**src/rtl/reduce_sel_arbiter.sv**
```systemverilog
// Round-robin arbiter sharing the reduction-mux select and toggle-bank clear among NREQ requesters.
// Optional hold timeout with per-requester re-arm: define REDUCE_SEL_ARB_TIMEOUT_EN.
module reduce_sel_arbiter #(
  parameter int NREQ     = 4,
  parameter int RES_W    = 20,
  parameter int SETTLE   = 3,
  parameter int HOLD_MAX = 8
) (
  input  logic               CLK,
  input  logic               CLR,
  input  logic [NREQ-1:0]    req,
  input  logic [2*NREQ-1:0]  req_mode,
  output logic [NREQ-1:0]    gnt,
  output logic [1:0]         sel,
  output logic               bank_clr_n,
  input  logic [RES_W-1:0]   res_in,
  output logic [RES_W-1:0]   res_out,
  output logic               res_valid,
  output logic               busy
);

  localparam int IW   = (NREQ > 2) ? $clog2(NREQ) : 1;
  localparam int CMAX = (SETTLE > HOLD_MAX) ? SETTLE : HOLD_MAX;
  localparam int CW   = $clog2(CMAX + 1);

  typedef enum logic [2:0] {ST_IDLE, ST_SETTLE, ST_SAMPLE, ST_HOLD, ST_CLEAR} state_t;

  state_t           state, state_nx;
  logic [CW-1:0]    cnt, cnt_nx;
  logic [IW-1:0]    ptr, ptr_nx, win, win_nx;
  logic [NREQ-1:0]  gnt_nx;
  logic [1:0]       sel_nx;
  logic             bclr_nx, rv_nx, busy_nx, to_idle;
  logic [RES_W-1:0] res_nx;
  logic [NREQ-1:0]  req_eff;
  logic             found;
  logic [IW-1:0]    widx, cand;
  logic [1:0]       wmode;

`ifdef REDUCE_SEL_ARB_TIMEOUT_EN
  logic [NREQ-1:0]  arm, arm_nx;
  assign req_eff = req & arm;
`else
  assign req_eff = req;
`endif

  // Scan ptr+1, ptr+2, ... so the previous winner is considered last.
  always_comb begin
    found = 1'b0;
    widx  = '0;
    cand  = '0;
    wmode = '0;
    for (int unsigned k = 1; k <= NREQ; k++) begin
      cand = IW'((32'(ptr) + k) % NREQ);
      if (!found && req_eff[cand]) begin
        found = 1'b1;
        widx  = cand;
      end
    end
    for (int unsigned i = 0; i < NREQ; i++)
      if (IW'(i) == widx) wmode = req_mode[2*i +: 2];
  end

  always_comb begin
    state_nx = state;
    cnt_nx   = cnt;
    ptr_nx   = ptr;
    win_nx   = win;
    gnt_nx   = gnt;
    sel_nx   = sel;
    bclr_nx  = 1'b1;
    res_nx   = res_out;
    rv_nx    = 1'b0;
    to_idle  = 1'b0;
`ifdef REDUCE_SEL_ARB_TIMEOUT_EN
    arm_nx   = arm | ~req;
`endif
    case (state)
      ST_IDLE: begin
        gnt_nx = '0;
        sel_nx = 2'b11;
        if (found) begin
          gnt_nx[widx] = 1'b1;
          win_nx       = widx;
          if (wmode == 2'b11) begin
            bclr_nx  = 1'b0;
            cnt_nx   = CW'(1);
            state_nx = ST_CLEAR;
          end else begin
            sel_nx   = wmode;
            cnt_nx   = CW'(SETTLE - 1);
            state_nx = ST_SETTLE;
          end
        end
      end
      ST_SETTLE: begin
        if (!req[win]) to_idle = 1'b1;
        else if (cnt == '0) begin
          res_nx   = res_in;
          rv_nx    = 1'b1;
          state_nx = ST_SAMPLE;
        end else cnt_nx = cnt - CW'(1);
      end
      ST_SAMPLE: begin
        state_nx = ST_HOLD;
`ifdef REDUCE_SEL_ARB_TIMEOUT_EN
        cnt_nx   = CW'(HOLD_MAX - 1);
`endif
      end
      ST_HOLD: begin
        if (!req[win]) to_idle = 1'b1;
`ifdef REDUCE_SEL_ARB_TIMEOUT_EN
        else if (cnt == '0) begin
          to_idle     = 1'b1;
          arm_nx[win] = 1'b0;
        end else cnt_nx = cnt - CW'(1);
`endif
      end
      ST_CLEAR: begin
        if (cnt != '0) begin
          bclr_nx = 1'b0;
          cnt_nx  = cnt - CW'(1);
        end else to_idle = 1'b1;
      end
      default: to_idle = 1'b1;
    endcase
    if (to_idle) begin
      state_nx = ST_IDLE;
      gnt_nx   = '0;
      sel_nx   = 2'b11;
      ptr_nx   = win;
    end
    busy_nx = (state_nx != ST_IDLE);
  end

  always_ff @(posedge CLK or negedge CLR) begin
    if (!CLR) begin
      state      <= ST_IDLE;
      cnt        <= '0;
      ptr        <= IW'(NREQ - 1);
      win        <= '0;
      gnt        <= '0;
      sel        <= 2'b11;
      bank_clr_n <= 1'b0;
      res_out    <= '0;
      res_valid  <= 1'b0;
      busy       <= 1'b0;
`ifdef REDUCE_SEL_ARB_TIMEOUT_EN
      arm        <= '1;
`endif
    end else begin
      state      <= state_nx;
      cnt        <= cnt_nx;
      ptr        <= ptr_nx;
      win        <= win_nx;
      gnt        <= gnt_nx;
      sel        <= sel_nx;
      bank_clr_n <= bclr_nx;
      res_out    <= res_nx;
      res_valid  <= rv_nx;
      busy       <= busy_nx;
`ifdef REDUCE_SEL_ARB_TIMEOUT_EN
      arm        <= arm_nx;
`endif
    end
  end

endmodule
```
**config.mk**
```make
export PLATFORM = sky130hd
export DESIGN_NAME = reduce_sel_arbiter
export DESIGN_NICKNAME = d
export VERILOG_FILES = /design/src/rtl/reduce_sel_arbiter.sv
export SDC_FILE = /design/constraint.sdc
export NUM_CORES = 1
export LEC_CHECK = 0
export CORE_ASPECT_RATIO = 0.7
export CORE_MARGIN = 1.5
export CORE_UTILIZATION = 51
export CTS_BUF_LIST = sky130_fd_sc_hd__clkbuf_8
export DETAILED_ROUTE_END_ITERATION = 7
export PLACE_DENSITY = 0.95
export SKIP_CTS_REPAIR_TIMING = 1
export SYNTH_ARGS = -nofsm -noshare
export SYNTH_HDL_FRONTEND = slang
export SYNTH_SLANG_ARGS = --single-unit
export TNS_END_PERCENT = 50
```
**constraint.sdc**
```tcl
create_clock -name CLK -period 3.75 [get_ports CLK]
set_clock_uncertainty 0.1 [all_clocks]
set_input_delay 0.5625 -clock CLK [delete_from_list [all_inputs] [get_ports CLK]]
set_output_delay 0.5625 -clock CLK [all_outputs]
set_load 0.02 [all_outputs]
```
==> summary.txt, run 1 <==
GRT
  – First-pass GRT wire length: 6.97 mm
  – Global route overflow: 0
  – Largest net degree at the start of global routing: 41
  – Initial antenna violation count: 0
  – Vias in the first global route: 1501
  – Gr usage total: 0.234

Finish
  – Ratio of cells with drive above 1 in the final layout: 0.0891
  – Fin cells: 308
  – Nets: slightly below 300
  – FILL cells: roughly 240
  – Reg area: 0.00101 sq mm
  – Most frequent cells in the layout: nand2_1, clkdlybuf4s50_1, dfrtp_1
  – Most common library cell in the layout ignoring fill and taps: nand2_1
  – Multi-input logic area: 805 sq um
  – Area growth, synth to finish: 38.5%
  – Ant diodes: 0

Detailed routing
  – DR pass1 iterations: 4
  – Routed Antenna Nets: 0
  – DRC Markers: 0
  – DR WL/cell: 13.8 microns
  – Via count: 1605
  – Final wirelength: roughly 4.3 mm
  – Initial DRC count: 93
  – Vias/cell: roughly 5.2

Floorplanning
  – Core box area: 0.00351 sq mm
  – Die area: 0.00406 sq mm
  – Cell row count: 18
  – Initial core utilization: 0.535
  – Die outline height: 53.8 microns
  – Die Wd: 75.6 microns
  – I/O pin count: 63

Setup path
  – CP most frequent cell: nand2_1
  – Reg2reg start: cnt[0]$_DFFE_PN0P_
  – CP Class: primary input to flip-flop
  – CP max stage delay: 600 ps
  – Crit path max fanout: 22
  – Setup crit start: req[3]
  – Crit-path leading delay family: simple AND/OR/NAND/NOR gates
  – CP bufs+invs: 2
  – Critical-path cell list: clkdlybuf4s50_1 > mux4_2 > nand3b_2 > or3_1 > inv_2 > nand2_1 > nand2_1
  – R2r setup slk: around 1200 ps
  – CP endpoint kind: flip-flop
  – Critical path's slowest cell: or3_1
  – CP required: 3830 ps
  – CP arrival: between 2000 and 3000 ps
  – Worst Setup Start Kind: primary input

Clock tree
  – Clock Latency Late Sink: 280 ps
  – Clk slew on worst S/H paths: 70 ps
  – CTS tree: done
  – Sink Count: 40
  – Clock H-tree levels: 2
  – CTS Root Cell: clkbuf_8
  – Worst-case clock buffer depth: 2
  – CTS Buf Count: 5

STA
  – Tcrit/Tclk final: 0.744
  – Fin. Hold Viols: 0
  – Setup_tns: 0 ps
  – Fmax: 359 MHz
  – Final Setup Violations: 0
  – Max Transition Viols Final: 0
  – Final min period: 2790 ps
  – Actual slew at the worst max-slew pin: 852 ps
  – Slew margin rel.: 0.432
  – RSZ-0062 raised after global routing: no
  – Fin Hold WS: 288 ps

Yosys
  – Post-Synthesis Cells: 196
  – Synth Net Count: 232
  – Main synth FF type: dfrtp_1
  – Ys async rst share: 1.00
  – Netlist cell types: 41
  – Mean Syn Cell Area: 9.59 sq um
  – Synth Register Bits: 40
  – Seq/Total Area, Yosys: 0.535
  – Synth Cell Area: 0.00188 sq mm
  – EDFF count, synth: 0
  – Yosys warning count: 0

Power
  – Worst VDD drop: 489 uV
  – P_leak: approximately 1.2 nW
  – Power per cell area: 807 mW/mm^2
  – Total power: between 0.002 and 0.0025 W

Hold path
  – Min-Delay Path Class: primary input to asynchronous set/reset pin

Place
  – Gp weighted congestion: approximately 0.8
  – Hpwl dp: 2.98 mm
  – # port buffers: 62
  – # placed instances: 300

Run status
  – Outcome: finished, final reports clean

Job
  – Max Cap Viol: 0
## layout make-up
| class | instances | area share |
|---|---|---|
| timing repair buffer | 62 | 0.236 |
| clock inverter | 3 | 0.00481 |
| sequential | 40 | 0.386 |
| clock buffer | 5 | 0.0264 |
| tap | 50 | 0.0240 |
| multi-input combinational | 139 | 0.309 |
| inverter | 9 | 0.0130 |
## stage by stage
stage	cell area [sq um]	util	worst slack, ps
2_1_floorplan	1880	-	1730
3_3_place_gp	2520	0.718	788
3_5_place_dp	2520	0.718	670
4_1_cts	2600	0.741	957
5_1_grt	2600	0.741	775
6_report	2600	0.741	962
## kinds of logic after synthesis
group	count (synthesis)	share of synthesized area
AO/OA/AOI/OAI	28	0.113
XOR/XNOR	2	0.00932
adder cells (fa/ha/maj)	2	0.0133
buffers and inverters	17	0.0366
flip-flops	40	0.535
multiplexers	11	0.0672
AND/OR/NAND/NOR	96	0.225
## synthesized netlist by cell type (2+ instances only)
| master | n | area (sq um) |
|---|---|---|
| a21oi_1 | 8 | 40.0 |
| a22o_1 | 2 | 17.5 |
| buf_2 | 4 | 20.0 |
| clkbuf_1 | 4 | 15.0 |
| dfrtp_1 | 36 | 901 |
| dfstp_2 | 4 | 105 |
| ha_1 | 2 | 25.0 |
| inv_1 | 8 | 30.0 |
| mux2_2 | 3 | 33.8 |
| mux2i_1 | 7 | 70.1 |
| nand2_1 | 71 | 267 |
| nand2b_1 | 4 | 25.0 |
| nor2_1 | 5 | 18.8 |
| nor3_1 | 3 | 15.0 |
| o21a_1 | 2 | 15.0 |
| o21ai_0 | 6 | 30.0 |
| or3_1 | 3 | 18.8 |
## sequential cells by signal, summed over array words and instances, names as in the netlist
register,flops
ptr,2
busy,1
res_valid,1
state,3
win,2
bank_clr_n,1
sel,2
res_out,20
cnt,4
gnt,4
## layer usage
metal	track usage	vias up	wire, microns
met3	0.0768	4	368
li1	-	767	-
met4	0.0774	0	35
met1	0.333	762	1970
met2	0.339	72	1890
met5	0	-	0
## worst register-to-register path, stage by stage (launching register included)
cell and delay [ps]:
dfrtp_1 420, inv_1 100, ha_1 150, or3b_2 490
or3_1 680, inv_2 420, nand2_1 110, nand2_1 70
## final timing paths
| path | to | cells past startpoint |
|---|---|---|
| worst min-delay path | state[0]$_DFF_PN0_ | 1 |
| min in group CLK | sel[1]$_DFFE_PN1P_ | 2 |
| worst max-delay path | res_out[8]$_DFFE_PN0P_ | 7 |
| worst max register to register | res_out[8]$_DFFE_PN0P_ | 7 |
| worst min register to register | sel[1]$_DFFE_PN1P_ | 2 |
| max in group asynchronous | cnt[1]$_DFFE_PN0P_ | 1 |
## report_power, final
group | leakage [nW] | total, W | internal, W | switching [W]
clock network | 0.0505 | 0.000260 | 0.000125 | 0.000135
logic | 0.673 | 0.00107 | 0.000501 | 0.000571
registers | 0.498 | 0.000769 | 0.000630 | 0.000139
Power figures use the tool's default switching activity.
==> run 2: changes to the inputs <==
--- a/config.mk
+++ b/config.mk
@@ -7,10 +7,10 @@
 export LEC_CHECK = 0
 export CORE_ASPECT_RATIO = 0.7
 export CORE_MARGIN = 1.5
-export CORE_UTILIZATION = 51
+export CORE_UTILIZATION = 42
 export CTS_BUF_LIST = sky130_fd_sc_hd__clkbuf_8
 export DETAILED_ROUTE_END_ITERATION = 7
-export PLACE_DENSITY = 0.95
+export PLACE_DENSITY = 0.89
 export SKIP_CTS_REPAIR_TIMING = 1
 export SYNTH_ARGS = -nofsm -noshare
 export SYNTH_HDL_FRONTEND = slang
==> constraint.sdc (replaced) <==
create_clock -name CLK -period 2.2 [get_ports CLK]
set_clock_uncertainty 0.1 [all_clocks]
set_input_delay 0.33 -clock CLK [delete_from_list [all_inputs] [get_ports CLK]]
set_output_delay 0.33 -clock CLK [all_outputs]
set_load 0.02 [all_outputs]
==> run 2 against run 1 <==
Effect of this change:
- the run now ends with negative hold slack left
- largest power group unchanged
- setup slack worse by 870 ps
- clock power up 130%
- first-iteration DRC count up 39%
- critical endpoint is now cnt[1]$_DFFE_PN0P_
- highest routed layer unchanged
- flip-flop and latch count unchanged
==> summary.txt, run 2 (synthesis gave the netlist of run 1 again) <==
Power
  – P_leak: 1.34 nW (was 1.22 nW)
  – Power per cell area: 1410 mW/mm^2 (was 807 mW/mm^2)
  – Worst VDD drop: 867 uV (was 489 uV)

Floorplanning
  – Die Wd: 83.0 microns (was 75.6 microns)
  – Die outline height: 59.0 microns (was 53.8 microns)
  – Die area: 0.00489 sq mm (was 0.00406 sq mm)
  – Initial core utilization: 0.434 (was 0.535)
  – Core box area: 0.00433 sq mm (was 0.00351 sq mm)
  – I/O pin count: 63 (unchanged)
  – Cell row count: 20 (was 18)

Job
  – Max Cap Viol: 0 (unchanged)

STA
  – Final min period: 2110 ps
  – Fin. Hold Viols: 16 (was 0)
  – Fin Hold WS: -10.3 ps (was 288 ps)
  – Tcrit/Tclk final: 0.959
  – Slew margin rel.: 0.665 (was 0.432)
  – Actual slew at the worst max-slew pin: 502 ps (was 852 ps)
  – Fmax: 474 MHz
  – Final Setup Violations: 0 (unchanged)
  – Setup ws final: 90.8 ps (was 962 ps)
  – RSZ-0062 raised after global routing: yes (was no)
  – Max Transition Viols Final: 0 (unchanged)

Setup path
  – Crit-path leading delay family: compound AO/OA/AOI/OAI gates (was simple AND/OR/NAND/NOR gates)
  – CP endpoint kind: flip-flop (unchanged)
  – CP most frequent cell: a21oi_1 (was nand2_1)
  – Worst Setup Start Kind: flip-flop (was primary input)
  – CP Class: flip-flop to flip-flop (was primary input to flip-flop)
  – CP bufs+invs: 0 (was 2)
  – CP max stage delay: 600 ps (about the same)
  – Crit path max fanout: 7 (was 22)
  – Critical-path cell list: nand2b_1 > a21oi_1 > o221ai_2 > mux2i_2 > a21oi_1 > a211o_1 (was clkdlybuf4s50_1 > mux4_2 > nand3b_2 > or3_1 > inv_2 > nand2_1 > nand2_1)
  – CP arrival: 2180 ps (was 2860 ps)
  – Critical path's slowest cell: dfstp_2 (was or3_1)
  – CP required: 2280 ps (was 3830 ps)

Finish
  – Final instance area: 0.00283 sq mm (was 0.00260 sq mm)
  – Most common library cell in the layout ignoring fill and taps: nand2_1 (unchanged)
  – Ant diodes: 0 (unchanged)
  – Most frequent cells in the layout: nand2_1, clkdlybuf4s50_1, dfrtp_1 (unchanged)
  – Top reg by flops: res_out (unchanged)
  – Nets: 314 (was 293)
  – Ratio of cells with drive above 1 in the final layout: 0.172 (was 0.0891)
  – Area growth, synth to finish: 50.7% (was 38.5%)
  – Largest registers: res_out (20), cnt (4), gnt (4) (unchanged)
  – Max reg flops: 20 (unchanged)

GRT
  – Gr usage total: 0.195 (was 0.234)
  – Initial antenna violation count: 0 (unchanged)
  – Global route overflow: 0 (unchanged)
  – Largest net degree at the start of global routing: 41 (unchanged)
  – Vias in the first global route: 1575 (was 1501)
  – First-pass GRT wire length: 7.39 mm (was 6.97 mm)

Clock tree
  – Clock H-tree levels: 2 (unchanged)
  – CTS Root Cell: clkbuf_8 (unchanged)
  – Sink Count: 40 (unchanged)
  – Clk slew on worst S/H paths: 80 ps (was 70 ps)
  – CTS Buf Count: 5 (unchanged)
  – Worst-case clock buffer depth: 2 (unchanged)
  – Clock Latency Late Sink: 290 ps (was 280 ps)
  – CTS tree: done (unchanged)

Place
  – Dpl cell area: 0.00270 sq mm (was 0.00252 sq mm)
  – Gp weighted congestion: 0.847 (was 0.822)
  – Hpwl dp: 3.32 mm (was 2.98 mm)
  – DP Worst Slack: -271 ps (was 670 ps)
  – # port buffers: 62 (unchanged)

Detailed routing
  – Via count: 1640 (was 1605)
  – Vias/cell: 4.91 (was 5.21)
  – DRC Markers: 0 (unchanged)
  – Final wirelength: 4.51 mm (was 4.26 mm)
  – Initial DRC count: 129 (was 93)
  – DR WL/cell: 13.5 microns (was 13.8 microns)
  – DR pass1 iterations: 4 (unchanged)
  – Routed Antenna Nets: 0 (unchanged)

Run status
  – Failing checks: negative hold slack
  – Outcome: finished, violations left (was finished, final reports clean)

Hold path
  – Min-Delay Path Class: primary input to asynchronous set/reset pin (unchanged)
## run 2: cell types whose count changed in the layout (fill, tap and decap cells not counted), sizes merged
cell	previous run	this run
buf	1	22
inv	11	9
bufinv	0	1
clkdlybuf4s50	61	60
clkinvlp	0	1
dlymetal6s2s	0	1
## run 2: final timing paths
kind,cells after the start,slack [ps],end,start
min in group CLK,2,380,res_out[16]$_DFFE_PN0P_,res_out[16]$_DFFE_PN0P_
worst max register to register,6,90,cnt[1]$_DFFE_PN0P_,ptr[1]$_DFFE_PN1N_
worst min register to register,2,380,res_out[16]$_DFFE_PN0P_,res_out[16]$_DFFE_PN0P_
worst min-delay path,2,-10,res_out[9]$_DFFE_PN0P_,CLR
max in group asynchronous,2,1640,sel[0]$_DFFE_PN1P_,CLR
worst max-delay path,6,90,cnt[1]$_DFFE_PN0P_,ptr[1]$_DFFE_PN1N_
## run 2: report_power, final
group	switching, W	leakage (nW)	internal, W	total [W]
Clock	0.000253	0.0541	0.000335	0.000589
Sequential	0.000206	0.498	0.00107	0.00128
Combinational	0.00106	0.790	0.00106	0.00212
Total	0.00152	1.34	0.00247	0.00399
## run 2: routing by layer
layer  up-vias  track usage  part of all wire
met4         0       0.0810            0.0069
met1       772        0.261              0.47
met2        55        0.297              0.45
met3         4       0.0617             0.070
li1        809            -                 -
met5         -            0                 0
## run 2: per-stage QoR
stage               utilization  power, W  setup TNS (ps)  instances
floorplan                     -   0.00242               0        196
global placement          0.625   0.00331            -217        325
detailed placement        0.625   0.00337           -1920        325
CTS                       0.650   0.00398               0        333
global route              0.654   0.00425           -9.12        334
finish                    0.654   0.00399               0        334
## run 2: cell type report
class                           count  area [sq um]
Sequential cell                    40          1010
Clock inverter                      3          42.5
Inverter                            9          33.8
Clock buffer                        5          68.8
Multi-Input combinational cell    139           812
Tap cell                           55          68.8
Fill cell                         343          1500
Timing Repair Buffer               83           801
==> run 3: changes to the inputs <==
--- a/config.mk
+++ b/config.mk
@@ -9,6 +9,7 @@
 export CORE_MARGIN = 1.5
 export CORE_UTILIZATION = 42
 export CTS_BUF_LIST = sky130_fd_sc_hd__clkbuf_8
+export CTS_CLUSTER_DIAMETER = 100
 export DETAILED_ROUTE_END_ITERATION = 7
 export PLACE_DENSITY = 0.89
 export SKIP_CTS_REPAIR_TIMING = 1
==> results of run 3 <==
Same layout as run 2: the final DEF is identical, and so are final timing and power.
